`src/rtl/cache_pkg.sv`:
```
// rtl/cache_pkg.sv - shared states, default geometry and address split for cache_dm
package cache_pkg;

    localparam int DEF_LINE_ADDR_LEN = 3;
    localparam int DEF_SET_ADDR_LEN  = 2;
    localparam int DEF_TAG_ADDR_LEN  = 6;
    localparam int DEF_MEM_ADDR_LEN  = DEF_TAG_ADDR_LEN + DEF_SET_ADDR_LEN + DEF_LINE_ADDR_LEN;

    typedef enum logic [1:0] {
        IDLE,
        SWAP_OUT,
        SWAP_IN,
        SWAP_IN_OK
    } cache_state_t;

    typedef struct packed {
        logic [DEF_TAG_ADDR_LEN-1:0]  tag;
        logic [DEF_SET_ADDR_LEN-1:0]  idx;
        logic [DEF_LINE_ADDR_LEN-1:0] off;
    } addr_fields_t;

    // Byte address -> {tag, set, word offset}; bits [1:0] and above the tag are ignored.
    function automatic addr_fields_t split_addr(input logic [31:0] byte_addr);
        addr_fields_t f;
        f.off = byte_addr[2 +: DEF_LINE_ADDR_LEN];
        f.idx = byte_addr[2 + DEF_LINE_ADDR_LEN +: DEF_SET_ADDR_LEN];
        f.tag = byte_addr[2 + DEF_LINE_ADDR_LEN + DEF_SET_ADDR_LEN +: DEF_TAG_ADDR_LEN];
        return f;
    endfunction

endpackage

```
`src/rtl/cache_dm_if.sv`:
```
// rtl/cache_dm_if.sv - CPU-side and memory-side signal bundle for cache_dm
interface cache_dm_if #(
    parameter int MEM_ADDR_LEN = 11
);
    logic                    rd_req;
    logic                    wr_req;
    logic [31:0]             addr;
    logic [31:0]             wr_data;
    logic [31:0]             rd_data;
    logic                    miss;
    logic [MEM_ADDR_LEN-1:0] mem_addr;
    logic [31:0]             mem_rd_data;
    logic                    mem_wr_req;
    logic [31:0]             mem_wr_data;

    // CPU plus memory model side
    modport master (
        output rd_req, wr_req, addr, wr_data, mem_rd_data,
        input  rd_data, miss, mem_addr, mem_wr_req, mem_wr_data
    );

    // Cache side
    modport slave (
        input  rd_req, wr_req, addr, wr_data, mem_rd_data,
        output rd_data, miss, mem_addr, mem_wr_req, mem_wr_data
    );
endinterface

```
`src/rtl/cache_data_array.sv`:
```
// rtl/cache_data_array.sv - line data, tag, valid and dirty storage for cache_dm
module cache_data_array #(
    parameter int LINE_ADDR_LEN = 3,
    parameter int SET_ADDR_LEN  = 2,
    parameter int TAG_ADDR_LEN  = 6
) (
    input  logic                     clk,
    input  logic                     rst,
    input  logic [SET_ADDR_LEN-1:0]  idx,
    input  logic [LINE_ADDR_LEN-1:0] rd_off,
    output logic [31:0]              rd_word,
    output logic [TAG_ADDR_LEN-1:0]  rd_tag,
    output logic                     rd_valid,
    output logic                     rd_dirty,
    input  logic                     wr_en,
    input  logic [LINE_ADDR_LEN-1:0] wr_off,
    input  logic [31:0]              wr_word,
    input  logic                     set_dirty,
    input  logic                     fill_done,
    input  logic [TAG_ADDR_LEN-1:0]  fill_tag
);
    localparam int SETS  = 1 << SET_ADDR_LEN;
    localparam int WORDS = 1 << LINE_ADDR_LEN;

    logic [31:0]             data_q [SETS][WORDS];
    logic [31:0]             data_d [SETS][WORDS];
    logic [TAG_ADDR_LEN-1:0] tag_q  [SETS];
    logic [TAG_ADDR_LEN-1:0] tag_d  [SETS];
    logic [SETS-1:0]         valid_q, valid_d;
    logic [SETS-1:0]         dirty_q, dirty_d;

    assign rd_word  = data_q[idx][rd_off];
    assign rd_tag   = tag_q[idx];
    assign rd_valid = valid_q[idx];
    assign rd_dirty = dirty_q[idx];

    // Single write port: data word, dirty mark, or line-fill completion on the selected set
    always_comb begin
        data_d  = data_q;
        tag_d   = tag_q;
        valid_d = valid_q;
        dirty_d = dirty_q;
        if (wr_en) begin
            data_d[idx][wr_off] = wr_word;
        end
        if (set_dirty) begin
            dirty_d[idx] = 1'b1;
        end
        if (fill_done) begin
            tag_d[idx]   = fill_tag;
            valid_d[idx] = 1'b1;
            dirty_d[idx] = 1'b0;
        end
    end

    // Status bits are reset so the cache starts empty
    always_ff @(posedge clk or posedge rst) begin
        if (rst) begin
            valid_q <= '0;
            dirty_q <= '0;
        end else begin
            valid_q <= valid_d;
            dirty_q <= dirty_d;
        end
    end

    // Data and tags are qualified by valid, so they need no reset
    always_ff @(posedge clk) begin
        data_q <= data_d;
        tag_q  <= tag_d;
    end
endmodule

```
`src/rtl/cache_dm.sv`:
```
// rtl/cache_dm.sv - direct-mapped write-back write-allocate data cache; CACHE_STATS_EN adds access/miss counters
module cache_dm
    import cache_pkg::*;
#(
    parameter int LINE_ADDR_LEN = DEF_LINE_ADDR_LEN,
    parameter int SET_ADDR_LEN  = DEF_SET_ADDR_LEN,
    parameter int TAG_ADDR_LEN  = DEF_TAG_ADDR_LEN,
    parameter int MEM_ADDR_LEN  = DEF_MEM_ADDR_LEN
) (
    input  logic        clk,
    input  logic        rst,
    cache_dm_if.slave   bus
`ifdef CACHE_STATS_EN
    ,
    output logic [31:0] access_cnt,
    output logic [31:0] miss_cnt
`endif
);
    localparam int CNT_W = LINE_ADDR_LEN + 1;
    localparam int WORDS = 1 << LINE_ADDR_LEN;

    cache_state_t state_q, state_d;
    logic [CNT_W-1:0] cnt_q, cnt_d;

    addr_fields_t f;
    logic req, hit;

    logic [LINE_ADDR_LEN-1:0] rd_off, wr_off;
    logic [31:0]              rd_word, wr_word;
    logic [TAG_ADDR_LEN-1:0]  rd_tag;
    logic                     rd_valid, rd_dirty;
    logic                     wr_en, set_dirty, fill_done;

    logic                    miss_o;
    logic [31:0]             rd_data_o;
    logic [MEM_ADDR_LEN-1:0] mem_addr_o;
    logic                    mem_wr_req_o;
    logic [31:0]             mem_wr_data_o;

    assign f   = split_addr(bus.addr);
    assign req = bus.rd_req | bus.wr_req;
    assign hit = rd_valid && (rd_tag == f.tag);

    assign bus.miss        = miss_o;
    assign bus.rd_data     = rd_data_o;
    assign bus.mem_addr    = mem_addr_o;
    assign bus.mem_wr_req  = mem_wr_req_o;
    assign bus.mem_wr_data = mem_wr_data_o;

    cache_data_array #(
        .LINE_ADDR_LEN (LINE_ADDR_LEN),
        .SET_ADDR_LEN  (SET_ADDR_LEN),
        .TAG_ADDR_LEN  (TAG_ADDR_LEN)
    ) u_array (
        .clk       (clk),
        .rst       (rst),
        .idx       (f.idx),
        .rd_off    (rd_off),
        .rd_word   (rd_word),
        .rd_tag    (rd_tag),
        .rd_valid  (rd_valid),
        .rd_dirty  (rd_dirty),
        .wr_en     (wr_en),
        .wr_off    (wr_off),
        .wr_word   (wr_word),
        .set_dirty (set_dirty),
        .fill_done (fill_done),
        .fill_tag  (f.tag)
    );

    // FSM register and word counter; reset abandons any miss in progress
    always_ff @(posedge clk or posedge rst) begin
        if (rst) begin
            state_q <= IDLE;
            cnt_q   <= '0;
        end else begin
            state_q <= state_d;
            cnt_q   <= cnt_d;
        end
    end

    // Next state, array port steering and bus outputs
    always_comb begin
        state_d       = state_q;
        cnt_d         = cnt_q;
        miss_o        = 1'b0;
        rd_data_o     = '0;
        mem_addr_o    = '0;
        mem_wr_req_o  = 1'b0;
        mem_wr_data_o = '0;
        rd_off        = f.off;
        wr_en         = 1'b0;
        wr_off        = f.off;
        wr_word       = bus.wr_data;
        set_dirty     = 1'b0;
        fill_done     = 1'b0;
        case (state_q)
            IDLE: begin
                if (req && !hit) begin
                    miss_o  = 1'b1;
                    cnt_d   = '0;
                    state_d = (rd_valid && rd_dirty) ? SWAP_OUT : SWAP_IN;
                end else if (req) begin
                    if (bus.wr_req) begin
                        wr_en     = 1'b1;
                        set_dirty = 1'b1;
                    end
                    if (bus.rd_req) begin
                        rd_data_o = rd_word;
                    end
                end
            end
            SWAP_OUT: begin
                miss_o        = 1'b1;
                rd_off        = cnt_q[LINE_ADDR_LEN-1:0];
                mem_wr_req_o  = 1'b1;
                mem_addr_o    = {rd_tag, f.idx, cnt_q[LINE_ADDR_LEN-1:0]};
                mem_wr_data_o = rd_word;
                if (cnt_q == CNT_W'(WORDS - 1)) begin
                    cnt_d   = '0;
                    state_d = SWAP_IN;
                end else begin
                    cnt_d = cnt_q + 1'b1;
                end
            end
            SWAP_IN: begin
                // Word i is issued at count i and lands one count later
                miss_o     = 1'b1;
                mem_addr_o = {f.tag, f.idx, cnt_q[LINE_ADDR_LEN-1:0]};
                if (cnt_q != '0) begin
                    wr_en   = 1'b1;
                    wr_off  = cnt_q[LINE_ADDR_LEN-1:0] - 1'b1;
                    wr_word = bus.mem_rd_data;
                end
                if (cnt_q == CNT_W'(WORDS)) begin
                    cnt_d   = '0;
                    state_d = SWAP_IN_OK;
                end else begin
                    cnt_d = cnt_q + 1'b1;
                end
            end
            SWAP_IN_OK: begin
                miss_o    = 1'b1;
                fill_done = 1'b1;
                state_d   = IDLE;
            end
            default: begin
                state_d = IDLE;
            end
        endcase
    end

`ifdef CACHE_STATS_EN
    logic [31:0] access_cnt_q, access_cnt_d;
    logic [31:0] miss_cnt_q, miss_cnt_d;
    logic        start_miss;

    assign start_miss = (state_q == IDLE) && req && !hit;
    assign access_cnt = access_cnt_q;
    assign miss_cnt   = miss_cnt_q;

    // Completed accesses and miss entries
    always_comb begin
        access_cnt_d = access_cnt_q;
        miss_cnt_d   = miss_cnt_q;
        if (req && !miss_o) begin
            access_cnt_d = access_cnt_q + 32'd1;
        end
        if (start_miss) begin
            miss_cnt_d = miss_cnt_q + 32'd1;
        end
    end

    // Counter registers
    always_ff @(posedge clk or posedge rst) begin
        if (rst) begin
            access_cnt_q <= '0;
            miss_cnt_q   <= '0;
        end else begin
            access_cnt_q <= access_cnt_d;
            miss_cnt_q   <= miss_cnt_d;
        end
    end
`endif
endmodule
```
`src/flat_wrapper.sv`:
```
// flat-port wrapper written by rule: the top's interface ports become plain ports
module cache_dm_flat import cache_pkg::*;
#(
    parameter int LINE_ADDR_LEN = DEF_LINE_ADDR_LEN,
    parameter int SET_ADDR_LEN  = DEF_SET_ADDR_LEN,
    parameter int TAG_ADDR_LEN  = DEF_TAG_ADDR_LEN,
    parameter int MEM_ADDR_LEN  = DEF_MEM_ADDR_LEN
)
  (clk, rst, bus_rd_req, bus_wr_req, bus_addr, bus_wr_data, bus_mem_rd_data, bus_rd_data, bus_miss, bus_mem_addr, bus_mem_wr_req, bus_mem_wr_data);
  cache_dm_if #(.MEM_ADDR_LEN(MEM_ADDR_LEN)) bus_i ();
  input  logic clk;
  input  logic rst;
  input wire logic [$bits(bus_i.rd_req)-1:0] bus_rd_req;
  input wire logic [$bits(bus_i.wr_req)-1:0] bus_wr_req;
  input wire logic [$bits(bus_i.addr)-1:0] bus_addr;
  input wire logic [$bits(bus_i.wr_data)-1:0] bus_wr_data;
  input wire logic [$bits(bus_i.mem_rd_data)-1:0] bus_mem_rd_data;
  output wire logic [$bits(bus_i.rd_data)-1:0] bus_rd_data;
  output wire logic [$bits(bus_i.miss)-1:0] bus_miss;
  output wire logic [$bits(bus_i.mem_addr)-1:0] bus_mem_addr;
  output wire logic [$bits(bus_i.mem_wr_req)-1:0] bus_mem_wr_req;
  output wire logic [$bits(bus_i.mem_wr_data)-1:0] bus_mem_wr_data;
  assign bus_i.rd_req = bus_rd_req;
  assign bus_i.wr_req = bus_wr_req;
  assign bus_i.addr = bus_addr;
  assign bus_i.wr_data = bus_wr_data;
  assign bus_i.mem_rd_data = bus_mem_rd_data;
  assign bus_rd_data = bus_i.rd_data;
  assign bus_miss = bus_i.miss;
  assign bus_mem_addr = bus_i.mem_addr;
  assign bus_mem_wr_req = bus_i.mem_wr_req;
  assign bus_mem_wr_data = bus_i.mem_wr_data;
  cache_dm #(.LINE_ADDR_LEN(LINE_ADDR_LEN), .SET_ADDR_LEN(SET_ADDR_LEN), .TAG_ADDR_LEN(TAG_ADDR_LEN), .MEM_ADDR_LEN(MEM_ADDR_LEN)) u_core (.clk(clk), .rst(rst), .bus(bus_i));
endmodule
```
`config.mk`:
```
export PLATFORM = sky130hd
export DESIGN_NAME = cache_dm_flat
export DESIGN_NICKNAME = d
export VERILOG_FILES = /design/src/rtl/cache_pkg.sv /design/src/rtl/cache_dm_if.sv /design/src/rtl/cache_data_array.sv /design/src/rtl/cache_dm.sv /design/src/flat_wrapper.sv
export SDC_FILE = /design/constraint.sdc
export NUM_CORES = 1
export LEC_CHECK = 0
export CORE_MARGIN = 5
export CORE_UTILIZATION = 60
export DETAILED_ROUTE_END_ITERATION = 10
export GPL_ROUTABILITY_DRIVEN = 0
export PLACE_DENSITY_LB_ADDON = 0.3
export SLEW_MARGIN = 20
export SYNTH_ARGS = -nofsm -noshare
export SYNTH_HDL_FRONTEND = slang
export SYNTH_SLANG_ARGS = --single-unit
export TNS_END_PERCENT = 1
```
`constraint.sdc`:
```
create_clock -name clk -period 6.64 [get_ports clk]
set_clock_uncertainty 0.2 [all_clocks]
set_input_delay 1.328 -clock clk [delete_from_list [all_inputs] [get_ports clk]]
set_output_delay 1.328 -clock clk [all_outputs]
set_load 0.005 [all_outputs]
```
* Word-level counts from Yosys, hierarchy flattened
Cells that the tools add are included.
Storage, ports and cells: register bits 1062, bits in latches 0, RAM bits 0, memory bits (read-only) 0, input port bits 100, word-level logic and storage cells 134, memories 0
Operators by class: $add $sub $neg 2, multipliers 0, div/mod/pow operators 0, magnitude comparators 7, equality and inequality tests 9, shift operators 0, multiplexer cells 55, bitwise operators 8, reduce and logical (&&, ||, !) cells 13
Operators with widths (count):
- $bwmux W1024 | 1
- $mux W256 | 3
- $bmux W256 S2 | 1
- $demux W256 S2 | 1
- $mux W32 | 10
- $bmux W32 S3 | 1
- $demux W32 S3 | 1
- $bwmux W24 | 1
- $pmux W11 S2 | 1
- $mux W4 | 5
- $mux W6 | 3
- $bmux W6 S2 | 1
- $demux W6 S2 | 1
- $pmux W4 S3 | 1
- $mux W1 | 11
- $mux W3 | 3
- $ge A4 B4 Y1 const B | 2
- $mux W2 | 4
- $not A3 Y4 | 2
- $or A4 B4 Y4 | 2
- $pmux W2 S4 | 1
- $eq A6 B6 Y1 | 1
- $logic_and A1 B1 Y1 | 6
- $ne A2 B1 Y1 const B | 3
- 25 further kinds | 28

* Longest topological paths before layout
word-level depth 13, gate-level depth with buffers 10, mapped depth without buffers 8

* Hierarchy
A second synthesis with hierarchy kept.
Second synthesis, totals: cell total of the unflattened synthesis 1901, area, all modules 41683.7 sq um
Modules (own cells, without submodules):
- cache_data_array | times used 1, cells an instance 1696, area an instance 40053.4 sq um, seq. area each 31670.4 sq um
- cache_dm | times used 1, cells an instance 205, area an instance 1630.3 sq um, seq. area each 150.1 sq um

* Least setup slack after synthesis
Ideal clock, no wire load.
path type input to register, start input port bus_addr[5], end register u_core.u_array.data_q[0] (netlist bit) (enable), library setup time 421 ps, arrival time 4366 ps, required time 6019 ps, setup slack 1653 ps, cell stages on the path 7, buffers on the path 1, cells stage by stage buf_4 mux4_2 xnor2_1 nand4_1 nor3_4 o211ai_2 nor2_1
On the way: cells in the longest elaborated chain, start to end 10, elaborated cells between the ends (all ways) 12, classes of those cells eq/ne (1); mux (7); bitwise (1); reduce/logical (3)
RTL lines:
- from (decl) | line flat_wrapper.sv:15 | input wire logic [$bits(bus_i.addr)-1:0] bus_addr;
- $not A2 Y3 (not written as such) | line cache_data_array.sv:33 | assign rd_tag = tag_q[idx];
- $bmux W6 S2 | line cache_data_array.sv:33
- $mux W6 (not written as such) (2 in series) | line cache_data_array.sv:33
- $eq A6 B6 Y1 | line cache_dm.sv:42 | assign hit = rd_valid && (rd_tag == f.tag);
- $logic_and A1 B1 Y1 (*) | line cache_dm.sv:42
- $logic_not A1 Y1 (*) | line cache_dm.sv:99 | if (req && !hit) begin
- $logic_and A1 B1 Y1 (*) | line cache_dm.sv:99
- $mux W1 (*) | line cache_dm.sv:99
- $pmux W1 S2 (*) | line cache_dm.sv:97 | case (state_q)
- to (signal assigned) | line cache_data_array.sv:69 | data_q <= data_d;
- to (decl) | line cache_data_array.sv:25 | logic [31:0] data_q [SETS][WORDS];
Every way passes the cells marked *; elsewhere a longest branch is shown, timed or not. The select of a mux whose other input is x is not followed. A chain may end at the register's enable or synchronous reset.

* Worst setup path after layout
start input port bus_addr[4], end output port bus_mem_wr_data[23]
On the way: cells in the longest elaborated chain, start to end 6
RTL lines:
- $mux W3 | line cache_dm.sv:97
- $not A3 Y4 (not written as such) | line cache_data_array.sv:32 | assign rd_word = data_q[idx][rd_off];
- $bmux W32 S3 | line cache_data_array.sv:32
- $mux W32 (not written as such) (2 in series) | line cache_data_array.sv:32
- $mux W32 | line cache_dm.sv:97
- to (decl) | line flat_wrapper.sv:22 | output wire logic [$bits(bus_i.mem_wr_data)-1:0] bus_mem_wr_data;
Every way passes these cells. The select of a mux whose other input is x is not followed.

==> summary.md <==
| Metric | Value |
|---|---|
| Antenna-violating nets left | `0` |
| Rows | `96` |
| Dpl ws | `728 ps` |
| Worst path bufs/invs | `3` |
| RSZ-0062 raised after global routing | `false` |
| CTS Buf Count | `103` |
| Mapped Cells | `about 2200` |
| GRT met1 Usage | `38.4%` |
| Cell taking the most area after synthesis | `edfxtp_1` |
| Top-area cell type share of the netlist area | `75.1%` |
| CTS root buf | `clkbuf_16` |
| Top_reg_cell synth | `edfxtp_1` |
| Net load switching power | `0.00423 W` |
| Postcts setup bufs | `0` |
| Layout net count | `2518` |
| CP Launch Type | `input pin` |
| Slowest CP cell | `mux2i_4` |
| Seq pwr share | `49.7%` |
| CP peak stage delay | `around 940 ps` |
| Design area | `48700 µm²` |
| DP Area | `between 40000 and 50000 µm²` |
| Setup TNS | `0 ps` |
| Core area | `68900 µm²` |
| Crit path launch | `bus_addr[4]` |
| Clock buffer depth | `3` |
| Ys async rst share | `1.32%` |
| Wire length of the first global-routing pass | `~150 mm` |
| Initial DRC Count | `3037` |
| Worst-path clk slew | `60 ps` |
| Cell mode on critical path | `clkdlybuf4s50_1` |
| Slew Limit Fails | `0` |
| IO Port Bufs | `155` |
| Crit path capture type | `primary output` |
| Internal power | `0.0122 W` |
| CTS tree | `yes` |
| Worst path arrival time | `4420 ps` |
| Die area | `75200 µm²` |
| Fill cells | `4040` |
| Die Wd | `274 µm` |
| Max_cap viols | `0` |
| H-tree depth | `3` |
| Yosys cell types | `38` |
| PnR worst setup slack | `694 ps` |
| Combinational share of power | `15.2%` |
| Worst Path Required | `5110 ps` |
| Sw Share | `25.7%` |
| First-pass DRT Iterations | `5` |
| Dpl hpwl | `roughly 57 mm` |
| Number of synthesized flops with an enable pin | `roughly 1000` |
| Largest net degree at the start of global routing | `between 70 and 80` |
| Leak | `between 15 and 20 nW` |
| HP Class | `register to register` |
| Normalized max-slew margin | `21.3%` |
| Share of layout cells above drive strength 1 | `a little under a quarter` |
| Vias in the first global route | `23200` |
| Clock power share | `35.1%` |
| Number of diodes | `0` |
| Antenna violations before repair | `0` |
| Most frequent cells in the layout | `edfxtp_1 (1048), nand2_1 (356), mux4_2 (264)` |
| Worst skew pair latency | `650 ps` |
| Final WL | `~100 mm` |
| Maximum vdd ir drop | `roughly 0.19 mV` |
| Inst Count DP | `3235` |
| Crit path time final | `5950 ps` |
| # hold bufs at CTS | `0` |
| Setup violations, final | `0` |
| Overall routing resource usage | `approximately 28%` |
| FF-to-FF Start | `u_core.state_q[0]` |
| Initial core utilization | `60.8%` |
| Post_cts resized | `0` |
| Top cells by area, synth | `edfxtp_1 (75%), mux4_2 (14%), nand2_1 (3.2%)` |
| Met2 usage | `46.5%` |
| Final std cells w/o fill | `between 3000 and 4000` |
| Final hold vios | `0` |
| Drt drc | `0` |
| Area growth syn-to-layout | `16.2%` |
| Busiest grt layer | `met2` |
| Grt ovf | `0` |
| WS Path Type | `input pin to primary output` |
| Crit path max fanout | `17` |
| Sequential fraction of the synthesis area | `75.9%` |
| DR vias | `between 20000 and 25000` |
| Number of synthesized register bits | `1062` |
| Worst path top cell family by delay | `buffers and inverters` |
| Fin crit share | `approximately 90%` |
| Synthesized net count | `roughly 2300` |
| TritonCTS Sinks | `~1100` |
| Highest clock rate | `~170 MHz` |
| Tightest Pin Transition | `1160 ps` |
| Synthesized area per cell | `19.2 µm²` |
| Synth Cell Area | `approximately 42000 µm²` |
| Power per cell area | `338 nW/µm²` |
| Hold Startpoint | `u_core.u_array.valid_q[0]` |
| Commonest non-fill, non-tap cell in the layout | `edfxtp_1` |
| M3 GR Usage | `5.51%` |
| Num ports | `177` |
| Die Ht | `274 µm` |
| Overall power | `0.0164 W` |
| Synth warnings | `0` |
| Status | `completed` |
| Vias per cell | `between 6 and 7` |
| Critical path cell sequence | `clkdlybuf4s50_1 > mux2i_4 > buf_4 > nand2_1 > and3_1 > a311oi_1 > a31oi_1 > nor2b_1 > clkdlybuf4s50_1` |
| Wire per inst | `~30 µm` |
[worst paths after layout]
kind                                               to  slack [ps]  depth (start not counted)
setup / recovery                  bus_mem_wr_data[23]         690                          9
max in group asynchronous   u_core.u_array.valid_q[3]        5050                          2
hold / removal              u_core.u_array.valid_q[0]         270                          1
min in group asynchronous             u_core.cnt_q[3]         830                          2
setup reg to reg           u_core.u_array.data_q[551]        2210                          9
hold reg to reg             u_core.u_array.valid_q[0]         270                          1
[synthesized netlist by cell type (10+ instances only)]
cell type and instances:
buf_2 32, mux4_2 264, edfxtp_1 1048, nand3_1 69, nor2_1 72, nand2_1 359
a311oi_1 32, and3_1 33, inv_1 10, clkbuf_1 80, nor2b_1 40, buf_1 10
a31oi_1 39, dfrtp_1 14
[registers in the layout (all words and copies together), names as in the netlist, named ones only]
register	cells
u_core.u_array.valid_q	4
u_core.u_array.dirty_q	1
u_core.state_q	2
u_core.cnt_q	4
u_core.u_array.tag_q	24
u_core.u_array.data_q	1024
[area by class of cell]
class,count,area (µm²),area share (%)
Clock inverter,64,643,1.32
Timing Repair Buffer,243,2490,5.12
Inverter,10,37.5,0.0771
Sequential cell,1062,31800,65.3
Multi-Input combinational cell,990,9850,20.2
Clock buffer,123,2700,5.53
Tap cell,931,1160,2.39
[power by group through the flow]
stage	Combinational, W	Sequential [W]	Clock [W]
2_1_floorplan	0.00137	0.00827	0
3_3_place_gp	0.00234	0.00829	0
3_5_place_dp	0.00244	0.00831	0
4_1_cts	0.00247	0.00817	0.00582
5_1_grt	0.00267	0.00818	0.00613
6_report	0.00251	0.00817	0.00577
[kinds of logic after synthesis]
logic type / share of synthesized area, %
XOR/XNOR: 0.125
flip-flops: 75.9
multiplexers: 14.4
adder cells (fa/ha/maj): 0.239
buffers and inverters: 1.31
AND/OR/NAND/NOR: 6.22
AO/OA/AOI/OAI: 1.78
[stage by stage]
stage,utilization [%],hold WS (ps)
detailed placement,65.7,256
floorplan,-,234
CTS,70.6,271
finish,70.6,273
global placement,65.7,247
global route,70.6,291
[per-layer routing]
layer	part of all wire, %	vias up
met5	0	-
met4	3.5	0
met3	11	230
met2	50	1578
met1	36	11800
li1	-	9209
Note: power is estimated with default switching activity, not from simulation.
